[src/rtl/hazard_scoreboard_if.sv]
// FD-side hazard interface: FD latch, writeback and mult/div
// status inputs, plus the stall/issue/busy/error results.
interface hazard_scoreboard_if #(
  parameter int REG_W = 5
);
  logic [31:0]      fd_ir;
  logic             fd_valid;
  logic             wb_valid;
  logic [REG_W-1:0] wb_rd;
  logic             md_ready;
  logic             stall;
  logic             issue;
  logic             md_busy;
  logic             hazard_err;

  modport master (
    output fd_ir, fd_valid, wb_valid, wb_rd, md_ready,
    input  stall, issue, md_busy, hazard_err
  );

  modport slave (
    input  fd_ir, fd_valid, wb_valid, wb_rd, md_ready,
    output stall, issue, md_busy, hazard_err
  );
endinterface

[src/rtl/hazard_scoreboard.sv]
// Stall/hazard unit beside the FD latch: pending-write scoreboard,
// load-use tracker, mult/div busy hold and stall watchdog.
module hazard_scoreboard #(
  parameter int NUM_REGS  = 32,
  parameter int REG_W     = 5,
  parameter int MAX_INFL  = 3,
  parameter int FWD_EN    = 0,
  parameter int STALL_MAX = 64
) (
  input logic clock,
  input logic reset,
  hazard_scoreboard_if.slave hz
);
  localparam int CNT_W = $clog2(MAX_INFL + 1);
  localparam int SC_W  = (STALL_MAX > 0) ? $clog2(STALL_MAX + 1) : 1;
  localparam logic [CNT_W-1:0] CNT_MAX = CNT_W'(MAX_INFL);
  localparam logic [SC_W-1:0]  SC_MAX  = SC_W'(STALL_MAX);

  localparam logic [4:0] OP_R    = 5'b00000;
  localparam logic [4:0] OP_BNE  = 5'b00010;
  localparam logic [4:0] OP_JAL  = 5'b00011;
  localparam logic [4:0] OP_JR   = 5'b00100;
  localparam logic [4:0] OP_ADDI = 5'b00101;
  localparam logic [4:0] OP_BLT  = 5'b00110;
  localparam logic [4:0] OP_SW   = 5'b00111;
  localparam logic [4:0] OP_LW   = 5'b01000;
  localparam logic [4:0] OP_SETX = 5'b10101;
  localparam logic [4:0] OP_BEX  = 5'b10110;

  localparam logic [0:0] S_IDLE = 1'b0;
  localparam logic [0:0] S_BUSY = 1'b1;

  logic [CNT_W-1:0] cnt [NUM_REGS];
  logic [0:0]       md_st;
  logic             dx_load;
  logic [REG_W-1:0] dx_rd;
  logic [SC_W-1:0]  scnt;
  logic [SC_W-1:0]  scnt_nxt;
  logic             err;

  logic [4:0]       op;
  logic [4:0]       fn;
  logic [REG_W-1:0] f_rd;
  logic [REG_W-1:0] f_rs;
  logic [REG_W-1:0] f_rt;
  logic [REG_W-1:0] s1;
  logic [REG_W-1:0] s2;
  logic [REG_W-1:0] dst;
  logic             is_ld;
  logic             is_md;
  logic             live;
  logic             hazard;
  logic             stall;
  logic             issue;
  logic             inc_v;
  logic             dec_v;
  logic             same;
  logic             ovf;
  logic             unf;
  logic             wd_hit;
  logic             unused_bits;

  assign op   = hz.fd_ir[31:27];
  assign fn   = hz.fd_ir[6:2];
  assign f_rd = REG_W'(hz.fd_ir[26:22]);
  assign f_rs = REG_W'(hz.fd_ir[21:17]);
  assign f_rt = REG_W'(hz.fd_ir[16:12]);
  assign unused_bits = ^{hz.fd_ir[11:7], hz.fd_ir[1:0]};

  // r0 doubles as "no operand", so a zero src/dst is never tracked
  always_comb begin
    s1    = '0;
    s2    = '0;
    dst   = '0;
    is_ld = 1'b0;
    is_md = 1'b0;
    unique case (1'b1)
      op == OP_R: begin
        s1    = f_rs;
        s2    = f_rt;
        dst   = f_rd;
        is_md = (fn == 5'b00110) || (fn == 5'b00111);
      end
      op == OP_ADDI: begin
        s1  = f_rs;
        dst = f_rd;
      end
      op == OP_LW: begin
        s1    = f_rs;
        dst   = f_rd;
        is_ld = 1'b1;
      end
      op == OP_SW: begin
        s1 = f_rs;
        s2 = f_rd;
      end
      (op == OP_BNE) || (op == OP_BLT): begin
        s1 = f_rd;
        s2 = f_rs;
      end
      op == OP_JR:   s1  = f_rd;
      op == OP_JAL:  dst = REG_W'(31);
      op == OP_SETX: dst = REG_W'(30);
      op == OP_BEX:  s1  = REG_W'(30);
      default: ;
    endcase
  end

  assign live = hz.fd_valid && (hz.fd_ir != 32'd0);

  always_comb begin
    hazard = 1'b0;
    if (FWD_EN != 0)
      hazard = dx_load &&
               (((s1 != '0) && (s1 == dx_rd)) ||
                ((s2 != '0) && (s2 == dx_rd)));
    else
      hazard = ((s1 != '0) && (cnt[s1] != '0)) ||
               ((s2 != '0) && (cnt[s2] != '0));
    hazard = hazard && live;
  end

  assign stall = hazard || ((md_st == S_BUSY) && !hz.md_ready);
  assign issue = live && !stall;

  assign inc_v = issue && (dst != '0);
  assign dec_v = hz.wb_valid && (hz.wb_rd != '0);
  assign same  = inc_v && dec_v && (dst == hz.wb_rd);
  assign ovf   = inc_v && !same && (cnt[dst] == CNT_MAX);
  assign unf   = dec_v && !same && (cnt[hz.wb_rd] == '0);

  always_comb begin
    scnt_nxt = '0;
    if (stall)
      scnt_nxt = (scnt == SC_MAX) ? scnt : scnt + SC_W'(1);
  end

  assign wd_hit = (STALL_MAX != 0) && stall && (scnt_nxt == SC_MAX);

  always_ff @(posedge clock or negedge reset) begin
    if (!reset) begin
      for (int r = 0; r < NUM_REGS; r++)
        cnt[r] <= '0;
    end else begin
      for (int r = 0; r < NUM_REGS; r++) begin
        if (r == 0)
          cnt[r] <= '0;
        else if (inc_v && (dst == REG_W'(r)) && !same &&
                 (cnt[r] != CNT_MAX))
          cnt[r] <= cnt[r] + CNT_W'(1);
        else if (dec_v && (hz.wb_rd == REG_W'(r)) && !same &&
                 (cnt[r] != '0))
          cnt[r] <= cnt[r] - CNT_W'(1);
      end
    end
  end

  // A mult/div may issue on the md_ready cycle and re-arm BUSY
  always_ff @(posedge clock or negedge reset) begin
    if (!reset) begin
      md_st   <= S_IDLE;
      dx_load <= 1'b0;
      dx_rd   <= '0;
      scnt    <= '0;
      err     <= 1'b0;
    end else begin
      if (issue && is_md)
        md_st <= S_BUSY;
      else if (hz.md_ready)
        md_st <= S_IDLE;
      dx_load <= issue && is_ld;
      if (issue)
        dx_rd <= dst;
      scnt <= scnt_nxt;
      err  <= err || ovf || unf || wd_hit;
    end
  end

  assign hz.stall      = stall;
  assign hz.issue      = issue;
  assign hz.md_busy    = (md_st == S_BUSY);
  assign hz.hazard_err = err;
endmodule
[src/flat_wrapper.sv]
// flat-port wrapper written by rule: the top's interface ports become plain ports
module hazard_scoreboard_flat 
#(
  parameter int NUM_REGS  = 32,
  parameter int REG_W     = 5,
  parameter int MAX_INFL  = 3,
  parameter int FWD_EN    = 0,
  parameter int STALL_MAX = 64
)
  (clock, reset, hz_fd_ir, hz_fd_valid, hz_wb_valid, hz_wb_rd, hz_md_ready, hz_stall, hz_issue, hz_md_busy, hz_hazard_err);
  hazard_scoreboard_if #(.REG_W(REG_W)) hz_i ();
  input logic clock;
  input logic reset;
  input wire logic [$bits(hz_i.fd_ir)-1:0] hz_fd_ir;
  input wire logic [$bits(hz_i.fd_valid)-1:0] hz_fd_valid;
  input wire logic [$bits(hz_i.wb_valid)-1:0] hz_wb_valid;
  input wire logic [$bits(hz_i.wb_rd)-1:0] hz_wb_rd;
  input wire logic [$bits(hz_i.md_ready)-1:0] hz_md_ready;
  output wire logic [$bits(hz_i.stall)-1:0] hz_stall;
  output wire logic [$bits(hz_i.issue)-1:0] hz_issue;
  output wire logic [$bits(hz_i.md_busy)-1:0] hz_md_busy;
  output wire logic [$bits(hz_i.hazard_err)-1:0] hz_hazard_err;
  assign hz_i.fd_ir = hz_fd_ir;
  assign hz_i.fd_valid = hz_fd_valid;
  assign hz_i.wb_valid = hz_wb_valid;
  assign hz_i.wb_rd = hz_wb_rd;
  assign hz_i.md_ready = hz_md_ready;
  assign hz_stall = hz_i.stall;
  assign hz_issue = hz_i.issue;
  assign hz_md_busy = hz_i.md_busy;
  assign hz_hazard_err = hz_i.hazard_err;
  hazard_scoreboard #(.NUM_REGS(NUM_REGS), .REG_W(REG_W), .MAX_INFL(MAX_INFL), .FWD_EN(FWD_EN), .STALL_MAX(STALL_MAX)) u_core (.clock(clock), .reset(reset), .hz(hz_i));
endmodule
[config.mk]
export PLATFORM = sky130hd
export DESIGN_NAME = hazard_scoreboard_flat
export DESIGN_NICKNAME = d
export VERILOG_FILES = /design/src/rtl/hazard_scoreboard_if.sv /design/src/rtl/hazard_scoreboard.sv /design/src/flat_wrapper.sv
export SDC_FILE = /design/constraint.sdc
export NUM_CORES = 1
export LEC_CHECK = 0
export CAP_MARGIN = 20
export CELL_PAD_IN_SITES_DETAIL_PLACEMENT = 1
export CELL_PAD_IN_SITES_GLOBAL_PLACEMENT = 1
export CORE_MARGIN = 3
export CORE_UTILIZATION = 28
export DETAILED_ROUTE_END_ITERATION = 7
export GPL_TIMING_DRIVEN = 0
export PLACE_DENSITY = 0.6
export SLEW_MARGIN = 20
export SYNTH_ARGS = -nofsm -noshare
export SYNTH_HDL_FRONTEND = slang
export SYNTH_SLANG_ARGS = --single-unit
[constraint.sdc]
create_clock -name clock -period 6 [get_ports clock]
set_clock_uncertainty 0.2 [all_clocks]
set_input_delay 0.6 -clock clock [delete_from_list [all_inputs] [get_ports clock]]
set_output_delay 0.6 -clock clock [all_outputs]
set_load 0.005 [all_outputs]
==> results.toml <==
[routing]
first_pass_iters = 5
first_iter_violations = 671
drt-wirelength-per-cell_um = 25.7
vias = 7568
drc_errors = 0
viasPerCell = 6.25
drtAntennaViolNets = 0
routed_wl_um = 31100

[min_path]
min_from = "u_core.hz.hazard_err$_DFF_PN0_"
hp-class = "register to register"
min_path_cells = 1
whs_endpoint = "u_core.hz.hazard_err$_DFF_PN0_"

[synthesis]
netlist_instances = 833
syn_nets = 877
ys_ff_latch = 71
synth-edff-count = 0
synthFlopType = "dfrtp_1"
ys_top_cells_by_area = "dfrtp_1 (26%), nor2_1 (4.6%), o21ai_0 (4.3%)"
synth_seq_area_share_pct = 26.3
syn_avg_cell_area_sq_um = 8.12
synth.distinct_cells = 102
synth_top_cell_by_area = "dfrtp_1"
async_reset_ff_share_pct = 100
syn-cell-area_sq_mm = 0.00676
yosysWarnings = 0
synth_top_area_share_pct = 26.3

[critical_path]
ff2ff_setup_slack_ns = 2.11
start_kind = "input pin"
cp.arrival_ns = 4.64
max_stage_delay_ns = 0.70
worstSetupPathType = "input pin to output pin"
worstPathCellList = "clkdlybuf4s50_1, and3b_1, buf_2, o21ai_2, o21ai_2, mux2i_1, mux2_2, a2111oi_4, nand4_4, buf_6, nor2_1, clkdlybuf4s50_1"
path_delay_family = "buffers and inverters"
crit_slowest_cell = "clkdlybuf4s50_1"
ff2ff_path_depth = 10
reg2reg_to = "u_core.cnt[22]$_DFFE_PN0P_"
worstPathBufferInverterCount = 4
crit_path_max_fanout = 10
crit_path_end_kind = "output pin"
worstPathRequired_ns = 5.20
reg2reg_from = "u_core.cnt[46]$_DFFE_PN0P_"

[finish]
layout-drive-gt1-share_pct = 12.1
area.growth.synth_to_final_pct = 16.9
final_area_sq_mm = 0.00790
fin_nets = 930
diodes = 0

[pwr]
power_mw = 1.60
ir_worst_vdd_v = 0.000105
leakagePower_nw = 2.93
power_density_mw_per_mm2 = 202

[placed_design]
place_ws_ns = 0.582
io_buffers = 40
dp_hpwl_um = 23400
postPlaceCellArea_sq_mm = 0.00759
routabilityCongestion = 0.937

[cts]
htree_levels = 3
cts_tree = "yes"
cts_max_path_buffers = 2
clock_latency_ns = 0.36
cts_resized = 0
cts_num_sinks = 71
cts_buffers = 9
cts_setup_buffers = 0
postCtsHoldBufs = 1
cts.clk_slew.worst_paths_ns = 0.06
clock_tree.root_cell = "clkbuf_16"

[global_route]
overflow = 0
grt_antenna_before_repair = 0
grt_pass1_wl_um = 47100
grt_start_max_net_pins = 51
grt_pass1_vias = 7484
globalRouteTotalUtil_pct = 23.6

[timing]
max_slew_margin_pct = 41.1
hold_viol_final = 0
setup_ws_ns = 0.558
slew_violations = 0
setup_viol = 0
max_clock_freq_mhz = 184
grt_setup_unrepaired = "false"
period_minus_slack_ns = 5.44
fin_crit_sh_pct = 90.7
worst_pin_slew_ns = 0.883
setup_tns_ns = 0

[die]
initial_core_util_pct = 28.6
row_count = 56
core_sq_mm = 0.0236
die_w_um = 161
io_pins = 46
die_h_um = 161
dieArea_sq_mm = 0.0260

[outcome]
outcome = "finished clean"

[flow_run]
maxCapViolations = 0
cells in the mapped netlist (5+ instances only):
cell type	n
xor2_1	5
a21oi_1	39
a221o_1	5
nor3_1	23
nor4_2	5
inv_1	35
and2_1	11
a31oi_1	18
a311oi_1	13
nand3b_1	9
mux2i_1	8
nand2_1	42
or3_1	9
nor4_1	25
a21o_1	5
buf_2	11
and3_1	16
o31ai_1	23
mux4_2	9
nand3_1	45
o21a_1	5
o21ai_1	6
o21ai_2	5
nand4_1	11
nand2b_1	10
a22o_1	11
nor2b_1	13
o21ai_0	58
buf_6	10
clkbuf_1	24
or2_2	8
o211ai_1	15
nor2_1	82
dfrtp_1	71
a2bb2oi_1	10
o2111ai_1	5
o22ai_1	20
per-layer routing:
metal,GRT usage (%),part of all wire (%),vias up
met5,0,0,-
met3,4.74,6.6,66
li1,-,-,3353
met1,32.6,45,3836
met4,8.64,3.7,0
met2,36.7,44,313
worst reg2reg max path: stages (launching register included):
cell and delay [ns]:
dfrtp_1 0.40, nor2_1 0.51, o211ai_1 0.21, o311ai_2 0.11, a21oi_1 0.17, a2111oi_4 0.45, nand3_2 0.28, nor2_2 0.43
clkbuf_1 0.72, o21ai_0 0.21, o22ai_1 0.14
area by class of cell:
| class | instances | area [sq um] |
|---|---|---|
| Sequential cell | 71 | 1780 |
| Fill cell | 2861 | 15700 |
| Inverter | 35 | 131 |
| Clock buffer | 10 | 239 |
| Buffer | 49 | 292 |
| Clock inverter | 6 | 68.8 |
| Tap cell | 319 | 399 |
| Timing Repair Buffer | 42 | 435 |
| Multi-Input combinational cell | 678 | 4560 |
cells by family (layout without fill, tap and decap cells):
family	after synthesis	in the layout	synth area share, %
buf+inv	84	142	6.25
fa+ha+maj	2	2	0.370
compound gates	297	297	31.9
mux	21	21	4.85
simple gates	349	349	29.2
xor+xnor	9	9	1.17
flops	71	71	26.3
sequential cells by signal, summed over array words and instances, names as in the netlist:
register / flops
u_core.cnt: 62
u_core.scnt: 7
u_core.hz.hazard_err: 1
u_core.hz.md_busy: 1
worst max path at each step:
stage / depth (start not counted) / start / slack (ns) / end
6_report: 12 / hz_fd_ir[30] / 0.56 / hz_issue
4_1_cts: 12 / hz_fd_ir[30] / 0.58 / hz_issue
2_1_floorplan: 11 / hz_fd_ir[29] / 2.25 / hz_issue
3_5_place_dp: 12 / hz_fd_ir[30] / 0.58 / hz_issue
5_1_grt: 12 / hz_fd_ir[30] / 0.41 / hz_issue
3_3_place_gp: 12 / hz_fd_ir[30] / 0.60 / hz_issue
cells in the final DEF, fill, tap and decap left out, types with 24 or more instances in the layout:
cell and instances:
clkdlybuf4s50_1 39, dfrtp_1 71, nand2_1 42, a21oi_1 39, nor2_1 82, nor4_1 25
o21ai_0 58, nand3_1 45, inv_1 35, clkbuf_1 24
per-stage QoR:
stage / hold WS, ns / std cells / util, %
final: 0.284 / 1210 / 33.5
after global routing: 0.323 / 1210 / 33.5
after CTS: 0.292 / 1210 / 33.5
after detailed placement: 0.277 / 1193 / 32.1
after global placement: 0.262 / 1192 / 32.0
after floorplan: 0.104 / 833 / -
power by group:
part           total (mW)  internal (mW)  switching, mW
registers           0.562          0.513         0.0491
logic               0.455          0.167          0.288
clock network       0.582          0.336          0.246
total                1.60           1.02          0.583
No activity file was read; power rests on OpenSTA's default activity.
